File: src/rtl/scytale_encryption_if.sv
// Bus between a plaintext source and the scytale encryption block.
//
// Handshake: a character or the start token is transferred on every rising
// clk edge where valid_i is high and busy is low. There is no ready signal.
// While busy is high, valid_i and data_i are ignored and nothing is stored.
// On the output side, data_o is a ciphertext character exactly when valid_o
// is high, and data_o is 0 whenever valid_o is low. The sink cannot stall
// the output. fsm_state mirrors the controller state: 0 = IDLE, 1 = ENCRYPT.
interface scytale_encryption_if #(
  parameter int D_WIDTH   = 8,
  parameter int KEY_WIDTH = 8
);
  logic [D_WIDTH-1:0]   data_i;
  logic                 valid_i;
  logic [KEY_WIDTH-1:0] key_N;
  logic [KEY_WIDTH-1:0] key_M;
  logic                 busy;
  logic [D_WIDTH-1:0]   data_o;
  logic                 valid_o;
  logic                 fsm_state;

  modport master (
    output data_i, valid_i, key_N, key_M,
    input  busy, data_o, valid_o, fsm_state
  );

  modport slave (
    input  data_i, valid_i, key_N, key_M,
    output busy, data_o, valid_o, fsm_state
  );
endinterface

File: src/rtl/scytale_encryption.sv
// Scytale transposition cipher.
// In IDLE the block collects plaintext characters into a buffer. A start
// token with a non-empty buffer latches the key. In ENCRYPT the block emits
// the M x N row-major matrix in column-major order, one character per cycle.
// Matrix positions beyond the stored text are emitted as zero padding.
module scytale_encryption #(
  parameter int                 D_WIDTH                = 8,
  parameter int                 KEY_WIDTH              = 8,
  parameter int                 MAX_NOF_CHARS          = 50,
  parameter logic [D_WIDTH-1:0] START_ENCRYPTION_TOKEN = 8'hFA
) (
  input  logic                 clk,
  input  logic                 rst_n,
  scytale_encryption_if.slave  bus
);

  localparam int CW = $clog2(MAX_NOF_CHARS + 1);
  localparam int AW = (MAX_NOF_CHARS > 1) ? $clog2(MAX_NOF_CHARS) : 1;
  localparam int LW = 2 * KEY_WIDTH;
  localparam logic [CW-1:0] MAX_CNT = CW'(MAX_NOF_CHARS);

  typedef enum logic {
    IDLE    = 1'b0,
    ENCRYPT = 1'b1
  } state_t;

  state_t state_q, state_d;

  logic [D_WIDTH-1:0]   char_buf [MAX_NOF_CHARS];
  logic [CW-1:0]        count_q;
  logic [KEY_WIDTH-1:0] n_q;
  logic [KEY_WIDTH-1:0] m_q;
  logic [LW-1:0]        len_q;
  logic [LW-1:0]        beat_q;
  logic [KEY_WIDTH-1:0] row_q;
  logic [KEY_WIDTH-1:0] col_q;
  logic [LW-1:0]        idx_q;

  logic                 take_char;
  logic                 take_token;
  logic                 emit;
  logic                 finish;
  logic [D_WIDTH-1:0]   rd_char;

  // Next-state logic and per-cycle qualifiers for the datapath.
  always_comb begin
    state_d    = state_q;
    take_char  = 1'b0;
    take_token = 1'b0;
    emit       = 1'b0;
    finish     = 1'b0;
    case (state_q)
      IDLE: begin
        if (bus.valid_i) begin
          if (bus.data_i != START_ENCRYPTION_TOKEN) begin
            take_char = 1'b1;
          end else if (count_q != '0) begin
            take_token = 1'b1;
            state_d    = ENCRYPT;
          end
        end
      end
      ENCRYPT: begin
        if (beat_q < len_q) begin
          emit = 1'b1;
        end else begin
          finish  = 1'b1;
          state_d = IDLE;
        end
      end
      default: state_d = IDLE;
    endcase
  end

  // Buffer read: indices past the stored text become padding, which also
  // keeps stale entries from before a reset or an earlier message hidden.
  always_comb begin
    rd_char = '0;
    if (idx_q < LW'(count_q)) begin
      rd_char = char_buf[idx_q[AW-1:0]];
    end
  end

  // Plaintext storage; not reset, stale contents are masked by the count.
  always_ff @(posedge clk) begin
    if (take_char && (count_q < MAX_CNT)) begin
      char_buf[count_q[AW-1:0]] <= bus.data_i;
    end
  end

  // State register, counters, latched key and registered outputs.
  always_ff @(posedge clk) begin
    if (!rst_n) begin
      state_q     <= IDLE;
      bus.busy    <= 1'b0;
      bus.valid_o <= 1'b0;
      bus.data_o  <= '0;
      count_q     <= '0;
      n_q         <= '0;
      m_q         <= '0;
      len_q       <= '0;
      beat_q      <= '0;
      row_q       <= '0;
      col_q       <= '0;
      idx_q       <= '0;
    end else begin
      state_q     <= state_d;
      bus.busy    <= (state_d == ENCRYPT);
      bus.valid_o <= emit;
      bus.data_o  <= emit ? rd_char : '0;

      // Saturating character count; overflow characters are dropped.
      if (take_char && (count_q < MAX_CNT)) begin
        count_q <= count_q + 1'b1;
      end

      // Key is frozen for the whole message once the token is accepted.
      if (take_token) begin
        n_q    <= bus.key_N;
        m_q    <= bus.key_M;
        len_q  <= LW'(bus.key_N) * LW'(bus.key_M);
        beat_q <= '0;
        row_q  <= '0;
        col_q  <= '0;
        idx_q  <= '0;
      end

      // Walk down a column (idx += N); at the bottom wrap to the next column
      // top, whose index is simply the new column number.
      if (emit) begin
        beat_q <= beat_q + 1'b1;
        if ((row_q + 1'b1) < m_q) begin
          row_q <= row_q + 1'b1;
          idx_q <= idx_q + LW'(n_q);
        end else begin
          row_q <= '0;
          col_q <= col_q + 1'b1;
          idx_q <= LW'(col_q) + 1'b1;
        end
      end

      if (finish) begin
        count_q <= '0;
      end
    end
  end

  assign bus.fsm_state = state_q;

endmodule

File: src/flat_wrapper.sv
// flat-port wrapper written by rule: the top's interface ports become plain ports
module scytale_encryption_flat 
#(
  parameter int                 D_WIDTH                = 8,
  parameter int                 KEY_WIDTH              = 8,
  parameter int                 MAX_NOF_CHARS          = 50,
  parameter logic [D_WIDTH-1:0] START_ENCRYPTION_TOKEN = 8'hFA
)
  (clk, rst_n, bus_data_i, bus_valid_i, bus_key_N, bus_key_M, bus_busy, bus_data_o, bus_valid_o, bus_fsm_state);
  scytale_encryption_if #(.D_WIDTH(D_WIDTH), .KEY_WIDTH(KEY_WIDTH)) bus_i ();
  input  logic clk;
  input  logic rst_n;
  input wire logic [$bits(bus_i.data_i)-1:0] bus_data_i;
  input wire logic [$bits(bus_i.valid_i)-1:0] bus_valid_i;
  input wire logic [$bits(bus_i.key_N)-1:0] bus_key_N;
  input wire logic [$bits(bus_i.key_M)-1:0] bus_key_M;
  output wire logic [$bits(bus_i.busy)-1:0] bus_busy;
  output wire logic [$bits(bus_i.data_o)-1:0] bus_data_o;
  output wire logic [$bits(bus_i.valid_o)-1:0] bus_valid_o;
  output wire logic [$bits(bus_i.fsm_state)-1:0] bus_fsm_state;
  assign bus_i.data_i = bus_data_i;
  assign bus_i.valid_i = bus_valid_i;
  assign bus_i.key_N = bus_key_N;
  assign bus_i.key_M = bus_key_M;
  assign bus_busy = bus_i.busy;
  assign bus_data_o = bus_i.data_o;
  assign bus_valid_o = bus_i.valid_o;
  assign bus_fsm_state = bus_i.fsm_state;
  scytale_encryption #(.D_WIDTH(D_WIDTH), .KEY_WIDTH(KEY_WIDTH), .MAX_NOF_CHARS(MAX_NOF_CHARS), .START_ENCRYPTION_TOKEN(START_ENCRYPTION_TOKEN)) u_core (.clk(clk), .rst_n(rst_n), .bus(bus_i));
endmodule
File: config.mk
export PLATFORM = sky130hd
export DESIGN_NAME = scytale_encryption_flat
export DESIGN_NICKNAME = d
export VERILOG_FILES = /design/src/rtl/scytale_encryption_if.sv /design/src/rtl/scytale_encryption.sv /design/src/flat_wrapper.sv
export SDC_FILE = /design/constraint.sdc
export NUM_CORES = 1
export LEC_CHECK = 0
export BUFFER_PORTS_ARGS = -buffer_cell sky130_fd_sc_hd__buf_2
export CAP_MARGIN = 20
export CELL_PAD_IN_SITES_DETAIL_PLACEMENT = 1
export CELL_PAD_IN_SITES_GLOBAL_PLACEMENT = 2
export CORE_MARGIN = 1.5
export CORE_UTILIZATION = 30
export CTS_CLUSTER_DIAMETER = 30
export DETAILED_ROUTE_END_ITERATION = 10
export GPL_TIMING_DRIVEN = 1
export PLACE_DENSITY_LB_ADDON = 0.1
export RECOVER_POWER = 100
export SLEW_MARGIN = 0
export SYNTH_ARGS = -nofsm -noshare
export SYNTH_HDL_FRONTEND = slang
export SYNTH_SLANG_ARGS = --single-unit
export TNS_END_PERCENT = 5
File: constraint.sdc
create_clock -name clk -period 4.8 [get_ports clk]
set_input_delay 1.2 -clock clk [delete_from_list [all_inputs] [get_ports clk]]
set_output_delay 1.2 -clock clk [all_outputs]
set_load 0.01 [all_outputs]
# Word level (Yosys, flattened, before mapping)
# Memories as Yosys holds them, arrays and structs flattened. A register that Yosys moved wholly into a read port is not among the register bits.
# Index checks and enable logic that the tools add are counted.
[word_totals]
ram_bits = 400
output_inout_bits = 11
memories = 1
wordCells = 55
regBits = 88
[memory_table]
columns = ["memory", "depth", "word_bits", "rd", "rd_ports_with_merged_regs", "write_ports", "line_no", "source"]
rows = [
  ["u_core.char_buf", 50, 8, 1, 1, 1, "scytale_encryption.sv:29", "logic [D_WIDTH-1:0] char_buf [MAX_NOF_CHARS];"],
]
[classes]
n_addsub = 6
multipliers = 1
bitwise_logic = 2
mux = 24
n_lt_le_gt_ge = 4
n_eq_ne = 1
n_reduce_logical = 6
[ops]
columns = ["cell", "count"]
rows = [
  ["$mux 16", 4],
  ["$mux 8", 6],
  ["$add 16x1->16 const B", 1],
  ["$add 16x8->16", 1],
  ["$add 8x1->8 const B", 2],
  ["$lt 16x16->1", 1],
  ["$lt 16x6->1", 1],
  ["$mul 8x8->16", 1],
  ["$mux 1", 13],
  ["$add 8x1->9 const B", 1],
  ["$lt 8x8->1", 1],
  ["$ne 8x8->1 const B", 1],
  ["$add 6x1->6 const B", 1],
  ["$lt 6x6->1 const B", 1],
  ["$reduce_bool 6->1", 1],
  ["$reduce_and 3->1", 1],
  ["$not 1->1", 2],
  ["$pmux 1 s2", 1],
  ["$reduce_bool 2->1", 1],
  ["$reduce_or 2->1", 1],
  ["$logic_and 1x1->1", 1],
  ["$logic_not 1->1", 1],
]

# Longest topological paths before layout
# Gate-level depths: netlist (run 1).
[logic_depth]
ltp_word = 8
ltp_mapped = 16
mapped_depth_nobuf = 16

# Worst setup path after synthesis (run 1)
# OpenSTA, ideal clock, no wires.
[synth_timing]
path_kind = "in2reg"
startpoint = "input port bus_key_N[3]"
endpoint = "register u_core.len_q[15]"
slack_ns = -0.238
required_time_ns = 4.714
arrival_time_ns = 4.952
path_buffers = 0
setup_ns = 0.086
stages = 14
cell_sequence = "and2_1 > fa_1 > fa_1 > fa_1 > inv_1 > fa_1 > inv_1 > ha_1 > a21o_1 > a21o_1 > and2_1 > o31ai_1 > xnor2_1 > a211oi_1"
[synth_between]
elab_chain_cells = 1
[synth_rtl]
columns = ["item", "line_no", "source"]
rows = [
  ["start, declared", "flat_wrapper.sv:15", "input wire logic [$bits(bus_i.key_N)-1:0] bus_key_N;"],
  ["$mul 8x8->16", "scytale_encryption.sv:121", "len_q <= LW'(bus.key_N) * LW'(bus.key_M);"],
  ["end signal, assigned", "scytale_encryption.sv:121", ""],
  ["end, declared", "scytale_encryption.sv:33", "logic [LW-1:0] len_q;"],
]
# No other way between the ends.
# A chain may end at the register's enable or synchronous reset.

# Worst setup path after layout (run 1)
[layout_timing]
startpoint = "input port bus_key_N[1]"
endpoint = "register u_core.len_q[13]"
# Same word-level chain as after synthesis.

==> results of run 1 <==
## sequential cells by signal (all words and copies together), names as in the netlist
signal,flops
u_core.idx_q,16
u_core.count_q,6
u_core.m_q,8
u_core.bus.busy,1
u_core.bus.valid_o,1
u_core.beat_q,16
u_core.row_q,8
u_core.n_q,8
u_core.bus.data_o,8
u_core.col_q,8
u_core.char_buf,400
u_core.len_q,16
## cells in the final DEF, fill, tap and decap left out, types with 19 or more instances in the layout
| master | netlist | layout |
|---|---|---|
| sky130_fd_sc_hd__a21oi_1 | 75 | 73 |
| sky130_fd_sc_hd__a22oi_1 | 20 | 20 |
| sky130_fd_sc_hd__a31oi_1 | 21 | 21 |
| sky130_fd_sc_hd__and2_1 | 64 | 59 |
| sky130_fd_sc_hd__buf_2 | 22 | 21 |
| sky130_fd_sc_hd__buf_4 | 2 | 59 |
| sky130_fd_sc_hd__clkbuf_1 | 36 | 52 |
| sky130_fd_sc_hd__clkbuf_16 | 0 | 118 |
| sky130_fd_sc_hd__clkbuf_8 | 0 | 19 |
| sky130_fd_sc_hd__clkinv_2 | 0 | 20 |
| sky130_fd_sc_hd__dfxtp_1 | 96 | 92 |
| sky130_fd_sc_hd__edfxtp_1 | 400 | 400 |
| sky130_fd_sc_hd__fa_1 | 37 | 37 |
| sky130_fd_sc_hd__ha_1 | 76 | 75 |
| sky130_fd_sc_hd__inv_1 | 80 | 79 |
| sky130_fd_sc_hd__mux4_2 | 104 | 104 |
| sky130_fd_sc_hd__nand2_1 | 102 | 102 |
| sky130_fd_sc_hd__nand3_1 | 64 | 65 |
| sky130_fd_sc_hd__nor2_1 | 96 | 96 |
| sky130_fd_sc_hd__nor3_1 | 20 | 19 |
| sky130_fd_sc_hd__o21ai_0 | 25 | 24 |
## cell families (layout without fill, tap and decap cells)
logic type,after synthesis,in the layout,synth area share (%)
compound gates,227,227,6.83
xor+xnor,21,21,0.810
fa+ha+maj,113,113,7.45
buf+inv,144,418,2.53
flops,496,496,61.3
mux,133,133,11.7
other cells,0,1,0
simple gates,429,429,9.39
## layout make-up
type	instances	area share, %
flip-flops and latches	496	48.7
multi-input cells	923	28.8
clock buffers	158	11.5
well taps	969	4.24
clock inverters	64	3.14
repair buffers	116	2.55
inverters	80	1.05
diodes	1	0.00874
## metal layers
| layer | up-vias | track usage [%] | wire (microns) |
|---|---|---|---|
| met4 | 0 | 5.93 | 1740 |
| met5 | - | 0 | 0 |
| met3 | 101 | 2.82 | 1810 |
| li1 | 6373 | - | - |
| met1 | 7089 | 22.4 | 29500 |
| met2 | 213 | 27.3 | 30600 |
## stage by stage
| stage | cell area [sq um] | TNS (ns) | util [%] | power, mW | std cells |
|---|---|---|---|---|---|
| after floorplan | 22800 | -0.000766 | - | 5.29 | 1563 |
| after global routing | 28600 | 0 | 38.3 | 14.3 | 2806 |
| after global placement | 24600 | -2.75 | 32.9 | 5.75 | 2584 |
| after CTS | 28700 | 0 | 38.5 | 14.0 | 2806 |
| after detailed placement | 24600 | -3.00 | 32.9 | 5.75 | 2584 |
| final | 28600 | 0 | 38.3 | 13.8 | 2807 |
## critical path: stages
cell and delay [ns]:
sky130_fd_sc_hd__buf_2 0.11, sky130_fd_sc_hd__and2_0 0.17, sky130_fd_sc_hd__fa_1 0.58, sky130_fd_sc_hd__fa_1 0.46
sky130_fd_sc_hd__fa_1 0.55, sky130_fd_sc_hd__inv_1 0.06, sky130_fd_sc_hd__fa_1 0.53, sky130_fd_sc_hd__inv_1 0.06
sky130_fd_sc_hd__ha_4 0.24, sky130_fd_sc_hd__a21o_1 0.17, sky130_fd_sc_hd__a21o_1 0.20, sky130_fd_sc_hd__and2_1 0.25
sky130_fd_sc_hd__o31ai_4 0.27, sky130_fd_sc_hd__nand4_1 0.12, sky130_fd_sc_hd__o211ai_1 0.15
## synthesized netlist by cell type, types with 4 or more instances
master / instances
sky130_fd_sc_hd__o21a_1: 5
sky130_fd_sc_hd__mux2i_1: 15
sky130_fd_sc_hd__o31a_1: 4
sky130_fd_sc_hd__a22oi_1: 20
sky130_fd_sc_hd__nor2_1: 96
sky130_fd_sc_hd__edfxtp_1: 400
sky130_fd_sc_hd__nor2b_1: 12
sky130_fd_sc_hd__buf_2: 22
sky130_fd_sc_hd__nand4_1: 7
sky130_fd_sc_hd__dfxtp_1: 96
sky130_fd_sc_hd__nand2_1: 102
sky130_fd_sc_hd__o21ai_0: 25
sky130_fd_sc_hd__a21o_1: 12
sky130_fd_sc_hd__o311ai_0: 10
sky130_fd_sc_hd__nor3_1: 20
sky130_fd_sc_hd__o211ai_1: 8
sky130_fd_sc_hd__nand3_1: 64
sky130_fd_sc_hd__a31oi_1: 21
sky130_fd_sc_hd__mux2_2: 14
sky130_fd_sc_hd__ha_1: 76
sky130_fd_sc_hd__o22ai_1: 5
sky130_fd_sc_hd__fa_1: 37
sky130_fd_sc_hd__nand2b_1: 6
sky130_fd_sc_hd__a21oi_1: 75
sky130_fd_sc_hd__or3_1: 15
sky130_fd_sc_hd__a211oi_1: 4
sky130_fd_sc_hd__xor2_1: 7
sky130_fd_sc_hd__inv_1: 80
sky130_fd_sc_hd__or2_2: 4
sky130_fd_sc_hd__a22o_1: 15
sky130_fd_sc_hd__and2_1: 64
sky130_fd_sc_hd__and3_1: 13
sky130_fd_sc_hd__mux4_2: 104
sky130_fd_sc_hd__nand3b_1: 10
sky130_fd_sc_hd__clkbuf_1: 36
sky130_fd_sc_hd__buf_1: 4
sky130_fd_sc_hd__xnor2_1: 14
## how the worst max path moves through the flow
stage,start,slack (ns),end
2_1_floorplan,bus_key_N[1],-0.0008,u_core.len_q[13]$_SDFFE_PN0P_
3_3_place_gp,bus_key_N[1],-0.41,u_core.len_q[9]$_SDFFE_PN0P_
3_5_place_dp,bus_key_N[1],-0.42,u_core.len_q[9]$_SDFFE_PN0P_
4_1_cts,bus_key_N[1],0.23,u_core.len_q[9]$_SDFFE_PN0P_
5_1_grt,bus_key_N[1],0.05,u_core.len_q[13]$_SDFFE_PN0P_
6_report,bus_key_N[1],0.21,u_core.len_q[13]$_SDFFE_PN0P_
## power by group through the flow
stage / registers [mW] / clock network [mW] / logic (mW)
6_report: 4.68 / 8.17 / 0.966
2_1_floorplan: 4.75 / 0 / 0.537
3_3_place_gp: 4.75 / 0 / 0.996
3_5_place_dp: 4.75 / 0 / 0.998
4_1_cts: 4.67 / 8.32 / 1.01
5_1_grt: 4.68 / 8.53 / 1.10
## timing repair
action                     CTS  global route
gates resized for setup      0             1
buffers inserted             0             0
setup endpoints to repair    0             1
==> results_dict.tcl, run 1 <==
set metrics [dict create \
    run_status "complete, but fails checks" \
    violations "max-capacitance violations, max-slew violations" \
    cts_tree "built" \
    detailedPlace.worstSlack_ns -0.424 \
    drt_first_iter_violations 738 \
    grt_first_pass_wirelength_mm 96.5 \
    power_report.internal_total_mw 10.7 \
    tightest_slew_ns 2.51 \
    antenna_found_initial 0 \
    place_congestion 0.747 \
    worst_setup_path_start_kind "primary input" \
    post_cts_hold_buffer_count 0 \
    drc_errors 0 \
    top_level_ports 38 \
    vias_per_cell 4.91 \
    drt_wl_total_mm 63.6 \
    hold_startpoint "u_core.len_q[6]$_SDFFE_PN0P_" \
    endpoint_kind "flip-flop" \
    io_buffer_count 37 \
    number_of_global_route_vias_before_repair 15000 \
    seq_area_sq_um 13900 \
    netlist_instances 1563 \
    r2r_setup_slack_ns 0.79 \
    netSwitchingFraction_pct 22.5 \
    multi_input_area_sq_um 8240 \
    synth.yosys.seq_area_share_pct 61.3 \
    dp_hpwl_mm 42.7 \
    finalHoldViolations 0 \
    clk_latency_ns 0.70 \
    synth_top_area_share_pct 52.9 \
    cts_inserted_buffers 117 \
    postSynth.topFlopCell "sky130_fd_sc_hd__edfxtp_1" \
    grt_start_max_net_pins 51 \
    synthToLayoutAreaGrowth_pct 26.0 \
    die_area_sq_um 77400 \
    hold_depth 2 \
    routed_wl_per_cell_microns 22.6 \
    netlist-cell-type-count 64 \
    final_antenna_net_count 0 \
    max_freq_mhz 218 \
    power_frac_comb_pct 7.0 \
    leading_area_contributor_after_synthesis "sky130_fd_sc_hd__edfxtp_1" \
    total_switching_power_mw 3.11 \
    yosys_warnings 0 \
    worst-r2r-cell-count 8 \
    drt_pre_antenna_iters 5 \
    required_ns 5.34 \
    synth_area_sq_um 22700 \
    initial_core_util_pct 30.4 \
    r2r_start "u_core.beat_q[11]$_SDFFE_PN0P_" \
    cell_types_with_the_largest_area_share_after_synthesis "sky130_fd_sc_hd__edfxtp_1, sky130_fd_sc_hd__mux4_2, sky130_fd_sc_hd__dfxtp_1, sky130_fd_sc_hd__ha_1, sky130_fd_sc_hd__fa_1" \
    row_count 100 \
    hold_path_class "flip-flop to flip-flop" \
    post-route-period-util_pct 95.7 \
    gr-total-overflow 0 \
    worst_case_setup_margin_in_the_final_layout_ns 0.207 \
    fraction_of_final_layout_cells_with_drive_strength_greater_than_1_pct 22.9 \
    final.hold.worst_slack_ns 0.455 \
    finalMaxSlewViolations 409 \
    layout_min_cycle_time_ns 4.59 \
    finalClockSkew_ns 0.0805 \
    leakagePower_nw 9.79 \
    power.clock.fraction_pct 59.1 \
    routed-via-count 13800 \
    synth_fp_nets 1703 \
    synth.ff_latch_count 496 \
    maxCapViolations 8 \
    dieHeight_microns 278 \
    maximum_buffer_depth_of_the_clock_tree 3 \
    finalSetupViolCount 0 \
    share_seq_of_total_power_pct 33.9 \
    synth.avg_cell_area_sq_um 14.5 \
    async_set_or_reset_flop_fraction_in_the_synthesized_netlist_pct 0 \
    timing_worst_setup_path_type "primary input to flip-flop" \
    core_region_area_sq_um 74700 \
    clock_sinks 496 \
    clock-root-buffer "sky130_fd_sc_hd__clkbuf_16" \
    number_of_enable_type_register_cells_in_the_synthesized_netlist 400 \
    rsz0062_at_grt "no" \
    die_w_microns 278 \
    final_nets 1874 \
    worst-path-max-fanout 4 \
    gr-usage-all-layers_pct 16.7 \
    powerDensity_nw_per_um2 483 \
    num-fill-cells 7554 \
    hold-path-endpoint "u_core.len_q[6]$_SDFFE_PN0P_" \
    clock_pin_slew_of_the_registers_on_the_worst_case_setup_and_hold_paths_ns 0.04 \
    htree_levels 3 \
    rr_endpoint "u_core.bus.data_o[1]$_SDFF_PN0_" \
    timing.critical_path.arrival_ns 5.14 \
    max-slew-margin-rel_pct -67.4 \
    max-vdd-ir-drop_mv 0.344 \
]
Note: power is estimated with default switching activity, not from simulation.
==> inputs of run 2 (changes only) <==
--- a/config.mk
+++ b/config.mk
@@ -16,6 +16,7 @@
 export GPL_TIMING_DRIVEN = 1
 export PLACE_DENSITY_LB_ADDON = 0.1
 export RECOVER_POWER = 100
+export REMOVE_ABC_BUFFERS = 1
 export SLEW_MARGIN = 0
 export SYNTH_ARGS = -nofsm -noshare
 export SYNTH_HDL_FRONTEND = slang
==> results_dict.tcl, run 2 (synthesis gave the netlist of run 1 again) <==
set metrics [dict create \
    timing.critical_path.arrival_ns 5.15 \
    htree_levels 3 \
    grt-busiest-layer "met2" \
    rsz0062_at_grt "yes" \
    drc_errors 0 \
    grt_first_pass_wirelength_mm 97.5 \
    timing_worst_setup_path_type "primary input to flip-flop" \
    design_power_total_mw 13.9 \
    row_count 100 \
    final_nets 1870 \
    max-slew-margin-rel_pct -82.5 \
    maximum_cell_stage_delay_along_the_critical_path_ns 0.55 \
    tightest_slew_ns 2.74 \
    worst-path-max-fanout 8 \
    routed-via-count 13900 \
    largest_reg_flops 400 \
    clock-root-buffer "sky130_fd_sc_hd__clkbuf_16" \
    cts_setup_buffers 0 \
    post_cts_hold_buffer_count 0 \
    drt_pre_antenna_iters 4 \
    setup_total_negative_slack_ns 0 \
    layout.cells.most_common_list "sky130_fd_sc_hd__edfxtp_1, sky130_fd_sc_hd__clkbuf_16, sky130_fd_sc_hd__mux4_2" \
    top_level_ports 38 \
    gr-total-overflow 0 \
    number_of_global_route_vias_before_repair 15400 \
    r2r_setup_slack_ns 0.47 \
    synthToLayoutAreaGrowth_pct 25.7 \
    maxCapViolations 9 \
    kind_of_cell_with_the_highest_combined_delay_on_the_critical_path "adder cells" \
    finalHoldViolations 0 \
    vias_per_cell 4.97 \
    grt_util_met3_pct 2.92 \
    clock_sinks 496 \
    dp_hpwl_mm 42.7 \
    path_cells "clkbuf_4, and2_1, fa_1, fa_1, fa_1, inv_1, fa_1, inv_1, ha_1, a21o_1, a21o_1, and2_1, o31ai_2, xnor2_1, a211oi_1" \
    max_freq_mhz 217 \
    critical-path-slowest-cell "sky130_fd_sc_hd__fa_1" \
    core_region_area_sq_um 74700 \
    routed_wl_per_cell_microns 22.8 \
    drt_first_iter_violations 707 \
    num-fill-cells 7589 \
    cts_inserted_buffers 117 \
    die_area_sq_um 77400 \
    final_core_util_pct 38.2 \
    post-route-period-util_pct 96.0 \
    grt_start_max_net_pins 51 \
    required_ns 5.34 \
    final_antenna_net_count 0 \
    place_congestion 0.747 \
    fraction_of_final_layout_cells_with_drive_strength_greater_than_1_pct 22.5 \
    cts-resized-gates 0 \
    cts_tree "built" \
    hold_path_class "flip-flop to flip-flop" \
    layout_commonest_cell "sky130_fd_sc_hd__edfxtp_1" \
    io_buffer_count 37 \
    clock_pin_slew_of_the_registers_on_the_worst_case_setup_and_hold_paths_ns 0.04 \
    drt_wl_total_mm 63.9 \
    finalSetupViolCount 0 \
    run_status "complete, but fails checks" \
    critPathMostFrequentCell "sky130_fd_sc_hd__fa_1" \
    groute.layer.met2.usage_pct 28.5 \
    max-vdd-ir-drop_mv 0.269 \
    layout_min_cycle_time_ns 4.61 \
    maximum_buffer_depth_of_the_clock_tree 3 \
    dieHeight_microns 278 \
    num_antenna_cells 0 \
    leakagePower_nw 9.72 \
    antenna_found_initial 1 \
    met1_usage_pct 22.4 \
    clk_latency_ns 0.66 \
    finalMaxSlewViolations 445 \
    finalClockSkew_ns 0.0373 \
    endpoint_kind "flip-flop" \
    violations "max-capacitance violations, max-slew violations" \
    die_w_microns 278 \
    powerDensity_nw_per_um2 487 \
    initial_core_util_pct 30.4 \
    critical_path.n_buffers_inverters 3 \
    gr-usage-all-layers_pct 16.9 \
    worst_setup_path_start_kind "primary input" \
]
run 2: changes by cell type in the layout (fill, tap and decap cells not counted), sizes merged:
cell,delta
clkinvlp,+8
clkbuf,-23
inv,-2
diode,-1
bufinv,+8
buf,-9
clkinv,+15
dlymetal6s2s,-1
run 2: worst paths after layout:
path,start,end,cells past startpoint
worst max-delay path,bus_key_M[6],u_core.len_q[15]$_SDFFE_PN0P_,15
worst min-delay path,u_core.m_q[1]$_SDFFE_PN0P_,u_core.m_q[1]$_SDFFE_PN0P_,2
worst max register to register,u_core.row_q[0]$_SDFFE_PN0P_,u_core.col_q[3]$_SDFF_PN0_,13
worst min register to register,u_core.m_q[1]$_SDFFE_PN0P_,u_core.m_q[1]$_SDFFE_PN0P_,2
run 2: power breakdown:
group	switching (mW)	internal [mW]
combinational	0.527	0.420
clock	2.54	5.74
sequential	0.00646	4.68
run 2: worst reg2reg max path: cells and delay by family, from the launching register on:
kind	cells	cell delay (ns)
AO/OA/AOI/OAI	5	1.56
XOR/XNOR	1	0.28
adder cells (fa/ha/maj)	1	0.30
buffers and inverters	2	0.82
flip-flops	1	0.48
AND/OR/NAND/NOR	4	0.80
run 2: area by class of cell:
| cell class | instances | area [sq um] | area share, % |
|---|---|---|---|
| Tap cell | 969 | 1210 | 4.25 |
| Clock inverter | 93 | 1190 | 4.15 |
| Timing Repair Buffer | 112 | 684 | 2.40 |
| Sequential cell | 496 | 13900 | 48.8 |
| Clock buffer | 129 | 3020 | 10.6 |
| Multi-Input combinational cell | 923 | 8210 | 28.8 |
| Inverter | 80 | 300 | 1.05 |
run 2: through the flow:
stage                     cells  hold WS (ns)  instance area (sq um)  setup slack (ns)
after CTS                  2801         0.454                  28600             0.121
final                      2802         0.452                  28600             0.193
after global routing       2802         0.472                  28600           -0.0254
after floorplan            1499         0.432                  22400             -1.27
after global placement     2579         0.447                  24400            -0.548
after detailed placement   2579         0.448                  24400            -0.540
run 2: routing by layer:
metal	part of all wire (%)	vias to the layer above
met4	1.7	0
met5	0	-
met2	49	232
met1	46	7241
met3	3.6	85
li1	-	6369
==> inputs of run 3 (changes only) <==
--- a/config.mk
+++ b/config.mk
@@ -14,6 +14,7 @@
 export CTS_CLUSTER_DIAMETER = 30
 export DETAILED_ROUTE_END_ITERATION = 10
 export GPL_TIMING_DRIVEN = 1
+export MAX_ROUTING_LAYER = met4
 export PLACE_DENSITY_LB_ADDON = 0.1
 export RECOVER_POWER = 100
 export REMOVE_ABC_BUFFERS = 1
==> results_dict.tcl, run 3 (synthesis gave the netlist of run 1 again) <==
set metrics [dict create \
    setup_total_negative_slack_ns 0 \
    maxCapViolations 9 \
    hold_depth 2 \
    row_count 100 \
    grt_first_pass_wirelength_mm 97.6 \
    die_w_microns 278 \
    number_of_global_route_vias_before_repair 15400 \
    clock-root-buffer "sky130_fd_sc_hd__clkbuf_16" \
    routed-via-count 13900 \
    max-slew-margin-rel_pct -85.0 \
    layout_min_cycle_time_ns 4.62 \
    detailedPlace.worstSlack_ns -0.540 \
    final_antenna_net_count 0 \
    rr_endpoint "u_core.col_q[3]$_SDFF_PN0_" \
    violations "max-capacitance violations, max-slew violations" \
    required_ns 5.30 \
    power.clock.fraction_pct 59.5 \
    cts_setup_buffers 0 \
    drt_pre_antenna_iters 5 \
    dp_hpwl_mm 42.7 \
    powerDensity_nw_per_um2 487 \
    grt_start_max_net_pins 51 \
    synthToLayoutAreaGrowth_pct 25.7 \
    clock_pin_slew_of_the_registers_on_the_worst_case_setup_and_hold_paths_ns 0.04 \
    max-vdd-ir-drop_mv 0.270 \
    hold_startpoint "u_core.m_q[1]$_SDFFE_PN0P_" \
    worst_setup_path_start_kind "primary input" \
    final_nets 1870 \
    r2r_start "u_core.row_q[0]$_SDFFE_PN0P_" \
    grt-busiest-layer "met2" \
    io_buffer_count 37 \
    hold_path_class "flip-flop to flip-flop" \
    design_power_total_mw 13.9 \
    finalMaxSlewViolations 445 \
    num_antenna_cells 0 \
    maximum_buffer_depth_of_the_clock_tree 3 \
    routed_wl_per_cell_microns 22.9 \
    grt_util_met3_pct 2.91 \
    endpoint_kind "flip-flop" \
    cts_inserted_buffers 117 \
    share_seq_of_total_power_pct 33.7 \
    drc_errors 0 \
    drt_wl_total_mm 64.1 \
    initial_core_util_pct 30.4 \
    rsz0062_at_grt "yes" \
    clock_sinks 496 \
    power_report.internal_total_mw 10.8 \
    hold-path-endpoint "u_core.m_q[1]$_SDFFE_PN0P_" \
    vias_per_cell 4.97 \
    post-route-period-util_pct 96.2 \
    leakagePower_nw 9.72 \
    final_core_util_pct 38.2 \
    drt_first_iter_violations 671 \
    layout.cells.most_common_list "sky130_fd_sc_hd__edfxtp_1, sky130_fd_sc_hd__clkbuf_16, sky130_fd_sc_hd__mux4_2" \
    place_congestion 0.757 \
    tightest_slew_ns 2.77 \
    run_status "complete, but fails checks" \
    largest_reg_flops 400 \
    layout_commonest_cell "sky130_fd_sc_hd__edfxtp_1" \
    power_frac_comb_pct 6.8 \
    timing.critical_path.arrival_ns 5.11 \
    top_level_ports 38 \
    finalClockSkew_ns 0.0378 \
    core_region_area_sq_um 74700 \
    met1_usage_pct 22.5 \
    cts_tree "built" \
    die_area_sq_um 77400 \
    total_switching_power_mw 3.08 \
    fraction_of_final_layout_cells_with_drive_strength_greater_than_1_pct 22.5 \
    finalHoldViolations 0 \
    worst_case_setup_margin_in_the_final_layout_ns 0.184 \
    netSwitchingFraction_pct 22.1 \
    finalSetupViolCount 0 \
    htree_levels 3 \
    groute.layer.met2.usage_pct 28.5 \
    gr-total-overflow 0 \
    timing_worst_setup_path_type "primary input to flip-flop" \
    clk_latency_ns 0.66 \
    dieHeight_microns 278 \
    max_freq_mhz 217 \
    worst-path-max-fanout 8 \
    post_cts_hold_buffer_count 0 \
    r2r_setup_slack_ns 0.47 \
    gr-usage-all-layers_pct 17.4 \
    cts-resized-gates 0 \
    worst-r2r-cell-count 13 \
    antenna_found_initial 1 \
]
==> run 3: cell counts in the layout (fill, tap and decap cells not counted) <==
No cell type changed its count.
==> run 3: layer usage <==
metal  part of all wire, %  routed length (microns)
met1                    46                    29600
met4                   1.7                     1060
met5                     0                        0
met3                   3.7                     2400
met2                    48                    31000
==> run 3: stage by stage <==
stage                     area [sq um]  hold slack (ns)  cells
after floorplan                  22400            0.432   1499
after global placement           24400            0.447   2579
after detailed placement         24400            0.448   2579
after CTS                        28600            0.454   2801
after global routing             28600            0.472   2802
final                            28600            0.451   2802
==> run 3: power by group through the flow <==
stage	registers, mW	logic, mW	clock network (mW)
after CTS	4.68	0.973	8.44
after global placement	4.75	0.970	0
after global routing	4.68	1.09	8.66
after detailed placement	4.75	0.965	0
after floorplan	4.75	0.489	0
final	4.68	0.947	8.29
==> run 3: worst max-delay path, cell delays in order <==
cell and delay [ns]:
sky130_fd_sc_hd__clkbuf_4 0.16, sky130_fd_sc_hd__and2_1 0.16, sky130_fd_sc_hd__fa_1 0.49, sky130_fd_sc_hd__fa_1 0.52, sky130_fd_sc_hd__fa_1 0.55, sky130_fd_sc_hd__inv_1 0.06, sky130_fd_sc_hd__fa_1 0.53, sky130_fd_sc_hd__inv_1 0.05
sky130_fd_sc_hd__ha_1 0.30, sky130_fd_sc_hd__a21o_1 0.18, sky130_fd_sc_hd__a21o_1 0.19, sky130_fd_sc_hd__buf_4 0.14, sky130_fd_sc_hd__a221oi_1 0.24, sky130_fd_sc_hd__o21ai_1 0.13, sky130_fd_sc_hd__nand4b_1 0.12, sky130_fd_sc_hd__o211ai_1 0.09
==> run 3: how the worst max path moves through the flow <==
stage	from	endpoint	slack, ns	depth (start not counted)
after floorplan	u_core.idx_q[0]$_SDFFE_PN0P_	u_core.idx_q[10]$_SDFFE_PN0P_	-1.27	8
after global placement	bus_key_M[6]	u_core.len_q[12]$_SDFFE_PN0P_	-0.55	16
after detailed placement	bus_key_M[6]	u_core.len_q[15]$_SDFFE_PN0P_	-0.54	15
after CTS	bus_key_M[6]	u_core.len_q[12]$_SDFFE_PN0P_	0.12	16
after global routing	bus_key_M[6]	u_core.len_q[15]$_SDFFE_PN0P_	-0.03	15
final	bus_key_M[6]	u_core.len_q[14]$_SDFFE_PN0P_	0.18	16
==> run 3: cell type report <==
| cell class | count | area [sq um] |
|---|---|---|
| Clock inverter | 93 | 1190 |
| Inverter | 80 | 300 |
| Clock buffer | 129 | 3020 |
| Fill cell | 7589 | 46100 |
| Sequential cell | 496 | 13900 |
| Timing Repair Buffer | 112 | 684 |
| Tap cell | 969 | 1210 |
| Multi-Input combinational cell | 923 | 8210 |
